## config.mk

```make
export PLATFORM = sky130hd
export DESIGN_NAME = btb_train_gen
export DESIGN_NICKNAME = d
export VERILOG_FILES = /design/src/rtl/btb_train_gen.sv
export SDC_FILE = /design/constraint.sdc
export NUM_CORES = 1
export LEC_CHECK = 0
export CORE_AREA = 2 2 215 217
export DETAILED_ROUTE_END_ITERATION = 16
export DIE_AREA = 0 0 217 219
export HOLD_SLACK_MARGIN = 0.08
export PLACE_DENSITY_LB_ADDON = 0.25
export REMOVE_ABC_BUFFERS = 1
export SLEW_MARGIN = 40
export SYNTH_ARGS = -nofsm -noshare
export SYNTH_HDL_FRONTEND = slang
export SYNTH_SLANG_ARGS = --single-unit
```

## constraint.sdc

```tcl
create_clock -name clk -period 6.7 [get_ports clk]
set_input_delay 1.34 -clock clk [delete_from_list [all_inputs] [get_ports clk]]
set_output_delay 1.34 -clock clk [all_outputs]
set_load 0.02 [all_outputs]
```

## src/rtl/btb_train_gen.sv

```systemverilog
// Commit-side BTB training source: queues resolved branches/jumps in order and
// emits one registered, active-low training event per ROB retire.
module btb_train_gen #(
   parameter int ADDR = 32,
   parameter int TQ_D = 8
) (
   input  logic                    clk,
   input  logic                    reset_,
   input  logic                    ex_valid_,
   input  logic                    ex_jump,
   input  logic [ADDR-1:0]         ex_pc,
   input  logic                    ex_taken,
   input  logic [ADDR-1:0]         ex_target,
   input  logic                    ex_pred_hit,
   input  logic [ADDR-1:0]         ex_pred_addr,
   output logic                    tq_full,
   input  logic                    com_br_,
   input  logic                    flush_,
   output logic                    br_commit_,
   output logic                    br_taken_,
   output logic                    br_miss_,
   output logic                    jump_commit_,
   output logic                    jump_miss_,
   output logic [ADDR-1:0]         com_addr,
   output logic [ADDR-1:0]         com_tar_addr,
   output logic [$clog2(TQ_D):0]   tq_cnt,
   output logic                    tq_err
);

   localparam int PW = $clog2(TQ_D);
   localparam int CW = PW + 1;
   localparam logic [CW-1:0] DEPTH = CW'(TQ_D);

   logic [ADDR-1:0] pc_mem_q  [TQ_D];
   logic [ADDR-1:0] tar_mem_q [TQ_D];
   logic            tk_mem_q  [TQ_D];
   logic            ms_mem_q  [TQ_D];
   logic            jp_mem_q  [TQ_D];

   logic [PW-1:0]   wr_ptr_q, wr_ptr_d;
   logic [PW-1:0]   rd_ptr_q, rd_ptr_d;
   logic [CW-1:0]   cnt_q, cnt_d;
   logic            err_q, err_d;
   logic            br_commit_q, br_commit_d;
   logic            br_taken_q, br_taken_d;
   logic            br_miss_q, br_miss_d;
   logic            jump_commit_q, jump_commit_d;
   logic            jump_miss_q, jump_miss_d;
   logic [ADDR-1:0] com_addr_q, com_addr_d;
   logic [ADDR-1:0] com_tar_q, com_tar_d;

   logic full, empty, pop, push_req, push, ex_miss;

   always_comb begin
      full     = (cnt_q == DEPTH);
      empty    = (cnt_q == '0);
      pop      = !com_br_ && !empty;
      push_req = !ex_valid_;
      // a retire in the same cycle frees the slot the push needs when full
      push     = push_req && flush_ && (!full || pop);

      if (ex_jump)
         ex_miss = !ex_pred_hit || (ex_target != ex_pred_addr);
      else
         ex_miss = (ex_taken != ex_pred_hit) ||
                   (ex_taken && ex_pred_hit && (ex_target != ex_pred_addr));

      rd_ptr_d = pop ? rd_ptr_q + PW'(1) : rd_ptr_q;

      if (!flush_)
         wr_ptr_d = rd_ptr_d;
      else if (push)
         wr_ptr_d = wr_ptr_q + PW'(1);
      else
         wr_ptr_d = wr_ptr_q;

      if (!flush_)
         cnt_d = '0;
      else if (push && !pop)
         cnt_d = cnt_q + CW'(1);
      else if (pop && !push)
         cnt_d = cnt_q - CW'(1);
      else
         cnt_d = cnt_q;

      err_d = err_q || (push_req && full && !pop) || (!com_br_ && empty);

      br_commit_d   = 1'b1;
      br_taken_d    = 1'b1;
      br_miss_d     = 1'b1;
      jump_commit_d = 1'b1;
      jump_miss_d   = 1'b1;
      com_addr_d    = com_addr_q;
      com_tar_d     = com_tar_q;
      if (pop) begin
         com_addr_d = pc_mem_q[rd_ptr_q];
         com_tar_d  = tar_mem_q[rd_ptr_q];
         if (jp_mem_q[rd_ptr_q]) begin
            jump_commit_d = 1'b0;
            jump_miss_d   = !ms_mem_q[rd_ptr_q];
         end else begin
            br_commit_d = 1'b0;
            br_taken_d  = !tk_mem_q[rd_ptr_q];
            br_miss_d   = !ms_mem_q[rd_ptr_q];
         end
      end
   end

   always_ff @(posedge clk) begin
      if (!reset_) begin
         wr_ptr_q      <= '0;
         rd_ptr_q      <= '0;
         cnt_q         <= '0;
         err_q         <= 1'b0;
         br_commit_q   <= 1'b1;
         br_taken_q    <= 1'b1;
         br_miss_q     <= 1'b1;
         jump_commit_q <= 1'b1;
         jump_miss_q   <= 1'b1;
         com_addr_q    <= '0;
         com_tar_q     <= '0;
      end else begin
         wr_ptr_q      <= wr_ptr_d;
         rd_ptr_q      <= rd_ptr_d;
         cnt_q         <= cnt_d;
         err_q         <= err_d;
         br_commit_q   <= br_commit_d;
         br_taken_q    <= br_taken_d;
         br_miss_q     <= br_miss_d;
         jump_commit_q <= jump_commit_d;
         jump_miss_q   <= jump_miss_d;
         com_addr_q    <= com_addr_d;
         com_tar_q     <= com_tar_d;
      end
   end

   // entry storage needs no reset; validity is tracked by the pointers
   always_ff @(posedge clk) begin
      if (reset_ && push) begin
         pc_mem_q[wr_ptr_q]  <= ex_pc;
         tar_mem_q[wr_ptr_q] <= ex_target;
         tk_mem_q[wr_ptr_q]  <= ex_taken;
         ms_mem_q[wr_ptr_q]  <= ex_miss;
         jp_mem_q[wr_ptr_q]  <= ex_jump;
      end
   end

   assign tq_full      = (cnt_q == DEPTH);
   assign tq_cnt       = cnt_q;
   assign tq_err       = err_q;
   assign br_commit_   = br_commit_q;
   assign br_taken_    = br_taken_q;
   assign br_miss_     = br_miss_q;
   assign jump_commit_ = jump_commit_q;
   assign jump_miss_   = jump_miss_q;
   assign com_addr     = com_addr_q;
   assign com_tar_addr = com_tar_q;

endmodule
```

# Word-level counts from Yosys, hierarchy flattened
# Memory sizes are Yosys's and may differ from the RTL's. A register that Yosys moved wholly into a read port is not among the register bits.
# Index checks and enable logic that the tools add are counted.
[word_totals] reg_bits=16 n_memories=5 wordCells=70 output_inout_bits=75 mem_bits_rw=536 romBits=0 latchBits=0
[op_classes] n_reduce_logical=33 muxes=13 n_eq_ne=4 bitwise_logic=2 shift=0 magnitude_cmp=0 multipliers=0 div=0 addsub=4
[mem_list] name="pc_mem_q" words=8 width=32 rd=1 rd_ports_with_merged_regs=1 write_ports=1 line_no="34" rtl="logic [ADDR-1:0] pc_mem_q [TQ_D];"
[mem_list] name="tar_mem_q" words=8 width=32 rd=1 rd_ports_with_merged_regs=1 write_ports=1 line_no="35" rtl="logic [ADDR-1:0] tar_mem_q [TQ_D];"
[mem_list] name="jp_mem_q" words=8 width=1 rd=1 rd_ports_with_merged_regs=1 write_ports=1 line_no="38" rtl="logic jp_mem_q [TQ_D];"
[mem_list] name="ms_mem_q" words=8 width=1 rd=1 rd_ports_with_merged_regs=1 write_ports=1 line_no="37" rtl="logic ms_mem_q [TQ_D];"
[mem_list] name="tk_mem_q" words=8 width=1 rd=1 rd_ports_with_merged_regs=1 write_ports=1 line_no="36" rtl="logic tk_mem_q [TQ_D];"
[ops] op="inequality test 32 bit" count=1
[ops] op="2-to-1 mux 3 bit" count=6
[ops] op="logical AND 1 bit" count=11
[ops] op="zero test 1 bit" count=11
[ops] op="2-to-1 mux 4 bit" count=2
[ops] op="adder 3 x 1 -> 3 bit (second input constant)" count=2
[ops] op="logical OR 1 bit" count=5
[ops] op="2-to-1 mux 1 bit" count=5
[ops] op="adder 4 x 1 -> 4 bit (second input constant)" count=1
[ops] op="equality test 4 bit (second input constant)" count=1
[ops] op="zero test 4 bit" count=1
[ops] op="AND reduction 2 bit" count=2
[ops] op="subtractor 4 x 1 -> 4 bit (second input constant)" count=1
[ops] op="AND reduction 3 bit" count=1
[ops] op="OR reduction 3 bit" count=1
[ops] op="inequality test 2 x 1 -> 1 bit (second input constant)" count=1
[ops] op="inverter 1 bit" count=2
[ops] op="nonzero test 2 bit" count=1
[ops] op="inequality test 1 bit" count=1

# Depth between registers and ports, before layout
# Gate-level depths: netlist of run 1.
[depth] ltp_word=9 mapped_depth=11 mapped_depth_nobuf=11

# Least setup slack after synthesis of run 1
# OpenSTA, ideal clock, no wires.
[synth_path] path_type="input port to flip-flop" startpoint="input reset_" endpoint="memory jp_mem_q[0] (enable)" t_arrival_ps=6661 path_slack_ps=-536 path_buffers=1 stages=4 path_cell_list="buf_2 > nand2_1 > or3b_1 > nor3_1"
[synth_via] elab_chain_len=3
[synth_rtl] element="start, declared" line_no="8" rtl="input logic reset_,"
[synth_rtl] element="logical AND 1 bit" line_no="139" rtl="if (reset_ && push) begin"
[synth_rtl] element="2-to-1 mux 1 bit" line_no="139"
[synth_rtl] element="2-to-1 mux 1 bit (not written as such)" line_no="144" rtl="jp_mem_q[wr_ptr_q] <= ex_jump;"
[synth_rtl] element="end, declared" line_no="38"
# Every way passes these cells.

# Final worst setup path of run 1
[layout_path] startpoint="input com_br_" endpoint="memory pc_mem_q[3][20] (enable)"
[layout_via] elab_chain_len=7
[layout_rtl] element="start, declared" line_no="17" rtl="input logic com_br_,"
[layout_rtl] element="zero test 1 bit" line_no="57" rtl="pop = !com_br_ && !empty;"
[layout_rtl] element="logical AND 1 bit" line_no="57"
[layout_rtl] element="logical OR 1 bit" line_no="60" rtl="push = push_req && flush_ && (!full || pop);"
[layout_rtl] element="logical AND 1 bit" line_no="60"
[layout_rtl] element="logical AND 1 bit" line_no="139"
[layout_rtl] element="2-to-1 mux 1 bit" line_no="139"
[layout_rtl] element="2-to-1 mux 1 bit (not written as such)" line_no="140" rtl="pc_mem_q[wr_ptr_q] <= ex_pc;"
[layout_rtl] element="end, declared" line_no="34"
# Every way passes these cells.

==> impl_metrics.env, run 1 <==
export IMPL_clock_sinks=616
export IMPL_finalMaxSlewViolations=0
export IMPL_synth_top_area_share_pct=69.3
export IMPL_final_period_minus_worst_setup_slack_ns=3.58
export IMPL_hold_viol=0
export IMPL_route_detailed_drc=0
export IMPL_finalSetupViolCount=0
export IMPL_dr_total_vias=11200
export IMPL_worst_slew_pin_slew_ns=0.752
export IMPL_numCtsBuffers=57
export IMPL_drt_iter0_drc=917
export IMPL_r2r_slack_ns=3.82
export IMPL_swShare_pct=22.1
export IMPL_routed_wl_um=46300
export IMPL_core_um2=45100
export IMPL_start_util_pct=51.5
export IMPL_ys_seq_area_share_pct=76.1
export IMPL_area_delta_synth_final_pct=19.0
export IMPL_grt_pass1_wl_um=70300
export IMPL_cts_htree_levels=2
export IMPL_finalCritPeriodShare_pct=53.4
export IMPL_vdd_drop_max_mv=0.179
export IMPL_arrival_ns=3.83
export IMPL_io_pins=179
export IMPL_dp_hpwl_um=26500
export IMPL_grt_max_degree=95
export IMPL_rsz0062_at_grt="no"
export IMPL_end_kind="flop"
export IMPL_holdWs_ns=0.500
export IMPL_maxCapViolCount=0
export IMPL_post_cts_buffers=0
export IMPL_status="finished clean"
export IMPL_clock_latency_ns=0.61
export IMPL_grt_usage_pct=19.9
export IMPL_utilization_pct=61.4
export IMPL_dr_pass1_iters=4
export IMPL_synthFlopType="edfxtp_1"
export IMPL_yosysWarnings=0
export IMPL_clock_path_buffers=3
export IMPL_max_freq_mhz=280
export IMPL_vias_per_cell=5.67
export IMPL_hold_class="reg -> reg"
export IMPL_finalWeightedCongestion=0.746
export IMPL_crit_fanout=26
export IMPL_p_seq_share_pct=51.8
export IMPL_cts_tree="yes"
export IMPL_power_frac_comb_pct=10.1
export IMPL_synth_cell_types=40
export IMPL_netlist_area_um2=23200
export IMPL_cts_hold_buf=0
export IMPL_fp_row_count=78
export IMPL_cts_resized=0
export IMPL_crit_slowest_cell="nor2_4"
export IMPL_critPathRequiredTime_ns=6.95
export IMPL_pwr_share_clk_pct=38.1
export IMPL_cp_start_kind="primary input"
export IMPL_grt_overflow=0
export IMPL_ant_nets=0
export IMPL_syn_mean_instance_area_um2=20.8
export IMPL_skew_ns=0.0136
export IMPL_critical_path_class="in -> reg"
export IMPL_cts_root_buf="clkbuf_16"
export IMPL_power_density_nw_per_um2=301
export IMPL_fp_dieH_um=219
export IMPL_fin_nets=1434
export IMPL_final_common_cell="edfxtp_1"
export IMPL_synth_area_leaders="edfxtp_1, mux4_2, dfxtp_1"
export IMPL_p_int_mw=6.48
export IMPL_cts_clk_slew_worst_paths_ns=0.06
export IMPL_fp_dieW_um=217
export IMPL_p_sw_mw=1.84
export IMPL_layout_common_cells="edfxtp_1, clkdlybuf4s50_1, mux4_2"
export IMPL_slew_headroom_pct=49.9
export IMPL_die_area_um2=47500
export IMPL_drive_gt1_share_pct=20.1
export IMPL_synthArstFlopShare_pct=0
export IMPL_syn_inst=1120
export IMPL_synth_top_area_cell="edfxtp_1"
export IMPL_io_buffers=178
export IMPL_p_leak_nw=8.58
export IMPL_antenna_found_initial=1
export IMPL_critPathMaxStageDelay_ns=0.72
export IMPL_synth_edf_count=536
export IMPL_path_cells="clkdlybuf4s50_1, a31oi_4, nand4_1, nor2_4, buf_4"
export IMPL_ys_ff_latch=616
export IMPL_grt_pass1_vias=11600
export IMPL_routedWlPerCell_um=23.5
## cell usage after synthesis, types with 3 or more instances
master    instances
mux2i_1          67
nor4_1            8
mux4_2          134
buf_2            25
o21ai_0          52
buf_6            11
nand2b_1          3
a21oi_1          68
and2_1            3
o21ai_1          15
nor2_1           10
nand4_1           4
xor2_1           35
xnor2_1           4
clkbuf_1         21
ha_1              6
nand2_1           9
dfxtp_1          80
edfxtp_1        536
## power by group through the flow
stage                     Combinational, mW  Clock (mW)  Sequential, mW
after CTS                             0.855        3.23            4.31
after floorplan                       0.402           0            4.53
final                                 0.838        3.17            4.31
after global routing                  0.908        3.38            4.32
after detailed placement              0.851           0            4.39
after global placement                0.824           0            4.40
## per-layer routing
metal / vias up / global-route usage (%) / share of wire [%]
li1: 4986 / - / -
met1: 5877 / 27.6 / 44
met2: 271 / 32.9 / 49
met3: 59 / 3.65 / 4.9
met4: 0 / 4.91 / 1.8
met5: - / 0 / 0
## sequential cells by signal, summed over array words and instances, names as in the netlist
register,count
jump_commit_,1
jump_miss_,1
tar_mem_q,256
tq_err,1
tk_mem_q,8
com_tar_addr,32
pc_mem_q,256
ms_mem_q,8
jp_mem_q,8
br_commit_,1
br_miss_,1
br_taken_,1
tq_cnt,4
wr_ptr_q,3
rd_ptr_q,3
com_addr,32
## critical path: cells and delay by family
kind	cells	cell delay, ns
buffers and inverters	2	1.04
and+or+nand+nor	2	1.12
AOI/OAI and AO/OA	1	0.31
## per-stage QoR
stage	power [mW]	worst slack [ns]	cell area [um2]	instances	TNS [ns]
2_1_floorplan	4.93	-0.405	22900	1060	-40.23
3_3_place_gp	5.22	2.13	25700	1859	0
3_5_place_dp	5.24	2.25	25800	1864	0
4_1_cts	8.40	2.88	27700	1972	0
5_1_grt	8.60	2.96	27700	1973	0
6_report	8.32	3.12	27700	1974	0
## final timing paths
| kind | from | end | cells past startpoint |
|---|---|---|---|
| setup / recovery | com_br_ | pc_mem_q[3][20] | 5 |
| hold / removal | tq_err | tq_err | 2 |
| setup reg to reg | tq_cnt[0] | pc_mem_q[3][20] | 5 |
| hold reg to reg | tq_err | tq_err | 2 |
## layout make-up
cell class	count	area (um2)
sequential	616	17700
fill	3247	17400
multi-input combinational	440	5250
timing repair buffer	204	2080
clock buffer	77	1610
tap	600	751
clock inverter	31	245
inverter	4	15.0
antenna	2	5.00
## cell families after synthesis
kind of cell | count (synthesis) | share of synthesized area (%)
flip-flops | 616 | 76.1
multiplexers | 203 | 16.0
AO/OA/AOI/OAI | 143 | 3.26
buffers and inverters | 64 | 1.54
AND/OR/NAND/NOR | 48 | 1.16
XOR/XNOR | 39 | 1.47
adder cells (fa/ha/maj) | 7 | 0.409
(Power assumes the default switching activity.)
==> run 2: changes to the inputs <==
Settings changed: CORE_AREA 2 2 215 217 to 2 2 204 206, DIE_AREA 0 0 217 219 to 0 0 206 208.
Clock period 6.7 ns to 3.63 ns, I/O delays scaled along.
==> impl_metrics.env, run 2 (synthesis gave the netlist of run 1 again) <==
export IMPL_status="finished clean"
export IMPL_cts_hold_buf=0
export IMPL_cts_htree_levels=2
export IMPL_clock_latency_ns=0.60
export IMPL_hold_viol=0
export IMPL_dr_total_vias=11200
export IMPL_grt_usage_pct=21.9
export IMPL_p_int_mw=12.2
export IMPL_diodes=0
export IMPL_post_place_ws_ns=0.394
export IMPL_p_sw_mw=3.37
export IMPL_power_density_nw_per_um2=562
export IMPL_io_buffers=178
export IMPL_arrival_ns=2.11
export IMPL_end_kind="primary output"
export IMPL_grt_max_degree=134
export IMPL_slew_headroom_pct=55.9
export IMPL_drt_iter0_drc=791
export IMPL_cp_start_kind="flop"
export IMPL_area_delta_synth_final_pct=19.3
export IMPL_rsz0062_at_grt="no"
export IMPL_reg_top3="pc_mem_q x256, tar_mem_q x256"
export IMPL_routedWlPerCell_um=24.0
export IMPL_cts_clk_slew_worst_paths_ns=0.06
export IMPL_numCtsBuffers=58
export IMPL_grt_pass1_vias=11400
export IMPL_layout_common_cells="edfxtp_1, clkdlybuf4s50_1, mux4_2"
export IMPL_clock_sinks=616
export IMPL_core_um2=40600
export IMPL_cts_tree="yes"
export IMPL_post_cts_buffers=0
export IMPL_drive_gt1_share_pct=19.5
export IMPL_ant_nets=0
export IMPL_finalCritPeriodShare_pct=78.2
export IMPL_fp_dieH_um=208
export IMPL_skew_ns=0.0162
export IMPL_fin_nets=1436
export IMPL_critical_path_class="reg -> out"
export IMPL_clock_path_buffers=3
export IMPL_nFillCells=2587
export IMPL_grt_pass1_wl_um=69700
export IMPL_die_area_um2=42800
export IMPL_critPathRequiredTime_ns=2.90
export IMPL_worst_slew_pin_slew_ns=0.656
export IMPL_maxCapViolCount=0
export IMPL_finalMaxSlewViolations=0
export IMPL_finalWeightedCongestion=0.739
export IMPL_dp_hpwl_um=25400
export IMPL_hold_class="reg -> reg"
export IMPL_vias_per_cell=5.88
export IMPL_route_detailed_drc=0
export IMPL_p_seq_share_pct=51.1
export IMPL_p_leak_nw=8.62
export IMPL_start_util_pct=57.3
export IMPL_antenna_found_initial=2
export IMPL_cts_root_buf="clkbuf_16"
export IMPL_fin_ws_ns=0.793
export IMPL_cts_resized=0
export IMPL_routed_wl_um=45800
export IMPL_swShare_pct=21.6
export IMPL_grt_overflow=0
export IMPL_final_period_minus_worst_setup_slack_ns=2.84
export IMPL_pwr_share_clk_pct=39.0
export IMPL_io_pins=179
export IMPL_crit_fanout=5
export IMPL_utilization_pct=68.4
export IMPL_finalSetupViolCount=0
export IMPL_vdd_drop_max_mv=0.363
export IMPL_final_common_cell="edfxtp_1"
export IMPL_fp_dieW_um=206
export IMPL_power_frac_comb_pct=9.8
export IMPL_dr_pass1_iters=5
export IMPL_fp_row_count=74
export IMPL_max_freq_mhz=352
-- run 2: cell count changes in the layout (fill, tap and decap cells not counted), sizes merged --
cell / previous run / this run
buf: 27 / 28
bufinv: 3 / 6
clkbuf: 77 / 83
clkinv: 23 / 17
clkinvlp: 4 / 2
diode: 2 / 0
-- run 2: per-layer routing --
metal / vias up / GRT usage (%) / part of all wire [%]
li1: 4991 / - / -
met5: - / 0 / 0.072
met1: 5814 / 31.8 / 43
met3: 74 / 3.98 / 5.4
met4: 4 / 6.31 / 2.2
met2: 323 / 34.6 / 49
-- run 2: layout make-up --
| type | instances | area, um2 | area share (%) |
|---|---|---|---|
| Sequential cell | 616 | 17700 | 63.9 |
| Multi-Input combinational cell | 440 | 5240 | 18.9 |
| Timing Repair Buffer | 205 | 2160 | 7.79 |
| Clock buffer | 83 | 1650 | 5.94 |
| Tap cell | 532 | 666 | 2.40 |
| Clock inverter | 26 | 287 | 1.03 |
| Inverter | 4 | 15.0 | 0.0542 |
-- run 2: power by group through the flow --
stage / sequential (mW) / clock [mW] / combinational [mW]
after global routing: 7.97 / 6.44 / 1.66
final: 7.96 / 6.08 / 1.53
after global placement: 8.10 / 0 / 1.53
after CTS: 7.96 / 6.18 / 1.56
after floorplan: 8.35 / 0 / 0.742
after detailed placement: 8.11 / 0 / 1.55
-- run 2: worst max-delay path: stages (launching register included) --
cell and delay (ns):
dfxtp_1 0.39, nor3_4 0.36, and2_1 0.17, clkdlybuf4s50_1 0.59
-- run 2: path summary, 6_finish.rpt --
kind	startpoint	cells past startpoint	end	slack (ns)
worst min-delay path	com_addr[16]	2	com_addr[16]	0.52
worst min register to register	com_addr[16]	2	com_addr[16]	0.52
worst max register to register	tq_cnt[0]	11	tq_cnt[3]	0.98
worst max-delay path	tq_cnt[0]	3	tq_full	0.79
-- run 2: per-stage QoR --
stage	cells	TNS, ns	power (mW)	instance area (um2)	hold slack [ns]
CTS	1906	0	15.7	27700	0.525
global route	1906	0	16.1	27700	0.551
finish	1906	0	15.6	27700	0.523
detailed placement	1797	0	9.66	25800	0.511
floorplan	1060	-972.34	9.10	22900	0.570
global placement	1797	0	9.64	25800	0.479
==> run 3: changes to the inputs <==
Clock period 3.63 ns to 2.9 ns, I/O delays scaled along.
==> impl_metrics.env, run 3 (synthesis gave the netlist of run 1 again) <==
export IMPL_cts_clk_slew_worst_paths_ns=0.06
export IMPL_io_buffers=178
export IMPL_maxCapViolCount=0
export IMPL_cts_tree="yes"
export IMPL_end_kind="primary output"
export IMPL_post_place_ws_ns=0.00267
export IMPL_cts_hold_buf=0
export IMPL_finalCritPeriodShare_pct=93.2
export IMPL_vias_per_cell=5.89
export IMPL_dr_pass1_iters=5
export IMPL_hold_viol=0
export IMPL_timing_rr_start="tq_cnt[0]"
export IMPL_core_um2=40600
export IMPL_cp_startpoint="tq_cnt[0]"
export IMPL_grt_pass1_wl_um=72500
export IMPL_route_detailed_drc=0
export IMPL_crit_fanout=5
export IMPL_rsz0062_at_grt="no"
export IMPL_grt_overflow=0
export IMPL_cts_htree_levels=2
export IMPL_ant_nets=0
export IMPL_critPathRequiredTime_ns=2.32
export IMPL_fp_row_count=74
export IMPL_diodes=0
export IMPL_power_density_nw_per_um2=696
export IMPL_die_area_um2=42800
export IMPL_final_period_minus_worst_setup_slack_ns=2.70
export IMPL_hold_class="in -> reg"
export IMPL_cts_resized=0
export IMPL_area_delta_synth_final_pct=21.1
export IMPL_clock_sinks=616
export IMPL_cp_start_kind="flop"
export IMPL_routedWlPerCell_um=24.5
export IMPL_utilization_pct=69.4
export IMPL_start_util_pct=57.3
export IMPL_antenna_found_initial=3
export IMPL_vdd_drop_max_mv=0.475
export IMPL_dr_total_vias=11400
export IMPL_numCtsBuffers=57
export IMPL_finalSetupTns_ns=0
export IMPL_fp_dieH_um=208
export IMPL_drt_iter0_drc=1021
export IMPL_grt_max_degree=73
export IMPL_final_common_cell="edfxtp_1"
export IMPL_grt_pass1_vias=11900
export IMPL_drive_gt1_share_pct=22.1
export IMPL_p_leak_nw=8.84
export IMPL_holdWs_ns=0.455
export IMPL_status="finished clean"
export IMPL_reg_top3="pc_mem_q x256, tar_mem_q x256"
export IMPL_post_cts_buffers=0
export IMPL_fp_dieW_um=206
export IMPL_finalSetupViolCount=0
export IMPL_slew_headroom_pct=45.8
export IMPL_max_freq_mhz=370
export IMPL_min_from="reset_"
export IMPL_finalMaxSlewViolations=0
export IMPL_fin_ws_ns=0.196
export IMPL_arrival_ns=2.12
export IMPL_fin_nets=1473
export IMPL_cts_root_buf="clkbuf_16"
export IMPL_routed_wl_um=47700
export IMPL_dp_hpwl_um=28400
export IMPL_skew_ns=0.0182
export IMPL_io_pins=179
export IMPL_finalWeightedCongestion=0.767
export IMPL_worst_slew_pin_slew_ns=0.806
export IMPL_grt_usage_pct=22.8
export IMPL_critical_path_class="reg -> out"
export IMPL_clock_latency_ns=0.60
export IMPL_r2r_slack_ns=0.37
export IMPL_clock_path_buffers=3
export IMPL_layout_common_cells="edfxtp_1, clkdlybuf4s50_1, mux4_2"
## run 3: cell types whose count changed in the layout (fill, tap and decap cells not counted), sizes merged
cell and change:
buf +38, clkinvlp +3, clkbuf -5, inv +1
## run 3: path summary, 6_finish.rpt
kind | to | cells after the start
worst min-delay path | tq_cnt[3] | 4
worst max register to register | tq_cnt[3] | 11
worst min register to register | tq_err | 2
worst max-delay path | tq_full | 3
## run 3: final cells by class
| type | count | area (um2) |
|---|---|---|
| clock buffer | 78 | 1630 |
| inverter | 4 | 15.0 |
| tap | 532 | 666 |
| fill | 2536 | 12400 |
| multi-input combinational | 440 | 5240 |
| sequential | 616 | 17700 |
| clock inverter | 30 | 330 |
| timing repair buffer | 243 | 2570 |
## run 3: power by group
part           internal, mW  leakage (nW)  switching [mW]  total [mW]
logic                 0.993          2.41           0.994        1.99
clock network          4.48         0.950            3.14        7.62
registers              9.84          5.48           0.138        9.98
## run 3: worst max-delay path, cell delays in order (launching register included)
cell	delay, ns
dfxtp_1	0.39
nor3_4	0.36
and2_1	0.18
clkdlybuf4s50_1	0.59
## run 3: layer usage
layer / share of wire, % / track usage, % / vias up / wire [um]
li1: - / - / 5081 / -
met2: 50 / 36.8 / 379 / 23700
met4: 1.4 / 5.59 / 6 / 688
met1: 42 / 32.7 / 5918 / 20100
met5: 0.078 / 0 / - / 37
met3: 6.6 / 4.28 / 58 / 3160
## run 3: metrics by stage
stage,std cells,total power [mW],area [um2]
after global routing,1943,20.2,28200
after floorplan,1060,11.4,22900
final,1943,19.6,28200
after CTS,1943,19.8,28200
after global placement,1835,12.1,26200
after detailed placement,1835,12.2,26200
==> RTL change 1 (flow settings as in run 1) <==
Change the parameter `ADDR` from 32 to 16.
--- a/src/rtl/btb_train_gen.sv
+++ b/src/rtl/btb_train_gen.sv
@@ -1,7 +1,7 @@
 // Commit-side BTB training source: queues resolved branches/jumps in order and
 // emits one registered, active-low training event per ROB retire.
 module btb_train_gen #(
-   parameter int ADDR = 32,
+   parameter int ADDR = 16,
    parameter int TQ_D = 8
 ) (
    input  logic                    clk,
Ports: changed (5 resized); port bits go from 179 to 99. No check against the original RTL was run, so the function may have changed too.
==> RTL change 1 against run 1 <==
Worst setup slack got worse by 0.19 ns; global-route usage decreased by 8.0 points; highest routed layer unchanged; routed wire length decreased by 40%; die area did not move; cell area decreased by 44%; sequential power down 47%; core utilization down 27 points; synthesized area fell by 46%; sequential cell count shrank 288; critical path depth up 1; final cell count decreased by 30%; power down 43%.
==> RTL change 1: results <==
{
  "antenna_cells": 1,
  "first_iter_violations": 385,
  "reg2reg_to": "tq_cnt[3]",
  "wl_per_cell_um": 20.41,
  "grt_pass1_vias": 6412,
  "r2r_start": "tq_cnt[3]",
  "regArea_um2": 9378,
  "r2r_slack_ns": 3.78,
  "muxShareOfSynthArea_pct": 15.79,
  "ys_top_cells_by_area": "edfxtp_1 (67%), mux4_2 (13%), dfxtp_1 (7.7%)",
  "crit_path_end": "pc_mem_q[6][5]",
  "largestRegisters": "pc_mem_q: 128 flops, tar_mem_q: 128 flops",
  "synthAdderAreaFrac_pct": 0.7614,
  "yosysSeqAreaShare_pct": 75.02,
  "drt_wl_total_mm": 28.01,
  "insertion_delay_ns": 0.52,
  "clkCellAreaFrac_pct": 7.526,
  "vias_per_cell": 4.479,
  "num-nonclk-inverters": 3,
  "ir_worst_vdd_uv": 154.2,
  "cts.sinks": 328,
  "grt_max_degree": 70,
  "buffer_area_share_pct": 7.315,
  "max_slew_margin_pct": 46.47,
  "crit_start": "reset_",
  "portBuffers": 98,
  "grt_pass1_wl_mm": 42.02,
  "status": "completed",
  "avgSynthCellArea_um2": 20.08,
  "pg_comb_uw": 470,
  "cts-buffers-inserted": 36,
  "drive_above_1_share_pct": 20.62,
  "nNetsFinal": 807,
  "place_inst": 1306,
  "multi_input_gates": 260,
  "synth_compound_area_share_pct": 3.336,
  "p_leak_uw": 0.004763,
  "max_stage_delay_ns": 0.59,
  "synth-edff-count": 280,
  "fillers": 4284,
  "yosysUniqueCellTypes": 41,
  "clkbuf_count": 45,
  "synth_xor_area_share_pct": 1.613,
  "grt_use_total_pct": 11.84,
  "p_clk_share_pct": 41.2,
  "dp_hpwl_mm": 17.07,
  "n_all_buffers": 115,
  "gp_congestion": 0.6839,
  "multi_input_area_um2": 2997,
  "cp_slowest_cell": "or3b_1",
  "r2r_cells": 12,
  "intPower_uw": 3648
}
[RTL change 1: metrics by stage]
stage / hold slack [ns] / total power [uW] / setup WS (ns) / area, um2
CTS: 0.4949 / 4796 / 2.899 / 15430
finish: 0.4973 / 4716 / 2.933 / 15430
detailed placement: 0.4812 / 2828 / 2.350 / 14260
global route: 0.5069 / 4912 / 2.737 / 15430
floorplan: 0.5726 / 2615 / 1.804 / 12310
global placement: 0.4933 / 2818 / 2.394 / 14220
[RTL change 1: cell families (layout without fill, tap and decap cells)]
family          count (synthesis)  after routing
compound gates                 77             77
simple gates                   45             45
flops                         328            328
fa+ha+maj                       7              7
mux                           108            108
other cells                     0              1
xor+xnor                       23             23
buf+inv                        34            183
[RTL change 1: layer usage]
metal	vias to the layer above	routed length, um	part of all wire [%]	GRT usage (%)
met5	-	0	0	0
li1	2771	-	-	-
met3	38	1237	4.4	2.495
met1	3211	13290	47	16.59
met4	0	455	1.6	2.854
met2	125	13030	47	18.82
==> RTL change 2 (settings of run 1) <==
Made on the original files. One comparison of `cnt_q` changes from == to >=.
--- a/src/rtl/btb_train_gen.sv
+++ b/src/rtl/btb_train_gen.sv
@@ -52,7 +52,7 @@
    logic full, empty, pop, push_req, push, ex_miss;
 
    always_comb begin
-      full     = (cnt_q == DEPTH);
+      full     = (cnt_q >= DEPTH);
       empty    = (cnt_q == '0);
       pop      = !com_br_ && !empty;
       push_req = !ex_valid_;
Formal check against the unedited RTL: no difference found for any inputs over 4 cycles, from zero or initial values and one cycle with reset_ low; that may be too few to reach the edited logic, so the function may still have changed.
==> RTL change 2 against run 1 <==
Power grew 0.15%; synthesized area hardly changed; clock power about the same; routed wire length shrank 0.84%; worst setup slack got worse by 0.36 ns; cell area about the same; sequential cell count is the same; highest routed layer is now met5; largest power group unchanged; critical path depth did not move; fmax down 9.1%.
==> RTL change 2: results <==
{
  "status": "completed",
  "worst_ep_arrival_time_ns": 4.16,
  "first_iter_violations": 856,
  "yosys-top-cells-count": "edfxtp_1 (536), mux4_2 (134), dfxtp_1 (80), a21oi_1 (69), mux2i_1 (67)",
  "antenna_cells": 0,
  "yosysUniqueCellTypes": 41,
  "maxCapViolCount": 0,
  "cts_max_level": 2,
  "dr.pass1.iters": 5,
  "ys_top_cells_by_area": "edfxtp_1 (69%), mux4_2 (13%), dfxtp_1 (6.9%)",
  "ir_worst_vdd_uv": 192.4,
  "post_dp_cell_area_um2": 25780,
  "stdcell_count": 1973,
  "nNetsFinal": 1436,
  "synth-async-reset-ratio_pct": 0,
  "critPathMaxFanout": 50,
  "p_clk_share_pct": 38.1,
  "hold_class": "flip-flop to flip-flop",
  "gp_congestion": 0.7454,
  "fillers": 3204,
  "grt_use_total_pct": 19.72,
  "switchingPower_uw": 1806,
  "pwr-share-comb_pct": 9.9,
  "worst_pin_slew_ns": 0.8461,
  "synth_xor_area_share_pct": 1.433,
  "grt_pass1_vias": 11480,
  "largestRegisters": "pc_mem_q: 256 flops, tar_mem_q: 256 flops",
  "portBuffers": 178,
  "synth_compound_area_share_pct": 3.238,
  "antenna_found_initial": 1,
  "grt_max_degree": 80,
  "finClkSkew_ns": 0.01944,
  "cts-buffers-inserted": 58,
  "yosysWarningCount": 0,
  "place_inst": 1863,
  "r2r_cells": 4,
  "wl_per_cell_um": 23.28,
  "cts-root-buf": "clkbuf_16",
  "holdPathStages": 1,
  "drive_above_1_share_pct": 18.65,
  "cts_max_path_buffers": 3,
  "clk_pin_slew_ns": 0.06,
  "yosysSeqAreaShare_pct": 76.20,
  "p_leak_uw": 0.008576,
  "synth-edff-count": 536,
  "avgSynthCellArea_um2": 20.72,
  "dp_slack_ns": 2.018,
  "vias_per_cell": 5.692,
  "cts_setup_buffers": 0,
  "synthAdderAreaFrac_pct": 0.4094,
  "power_density_nw_per_um2": 300.9,
  "muxShareOfSynthArea_pct": 16.08,
  "dp_hpwl_mm": 26.57,
  "grt_pass1_wl_mm": 69.79
}
[RTL change 2: final timing paths]
| kind | start | endpoint | slack (ns) |
|---|---|---|---|
| setup reg to reg | tq_cnt[3] | tar_mem_q[2][20] | 3.68 |
| hold reg to reg | tq_err | tq_err | 0.48 |
| hold / removal | tq_err | tq_err | 0.48 |
| setup / recovery | com_br_ | tar_mem_q[2][20] | 2.77 |
[RTL change 2: kinds of logic (layout without fill, tap and decap cells)]
kind of cell               Yosys count  after routing
muxes                              204            204
DFF                                616            616
buffers and inverters               64            316
and+or+nand+nor                     48             48
AOI/OAI and AO/OA                  144            144
xor gates and xnor gates            38             38
adders and majority gates            7              7
[RTL change 2: cell type report]
class | instances | area [um2] | share of cell area (%)
Multi-Input combinational cell | 441 | 5226 | 18.88
Sequential cell | 616 | 17710 | 63.96
Tap cell | 600 | 750.7 | 2.711
Clock inverter | 27 | 252.7 | 0.9128
Timing Repair Buffer | 204 | 2136 | 7.714
Inverter | 4 | 15.01 | 0.05423
Clock buffer | 81 | 1599 | 5.775
[RTL change 2: layer usage]
metal  up-vias  global-route usage (%)  part of all wire (%)  wire [um]
li1       5009                       -                     -          -
met1      5846                   28.01                    44      20180
met2       312                   31.99                    49      22310
met3        62                   3.590                   5.9       2696
met4         2                   5.046                   1.6        718
met5         -                       0                 0.033         15
[RTL change 2: critical path, stage by stage]
cell and delay (ns):
clkdlybuf4s50_1 0.52, a21oi_2 0.37, or3b_2 0.61, nor2_4 0.52, buf_4 0.74
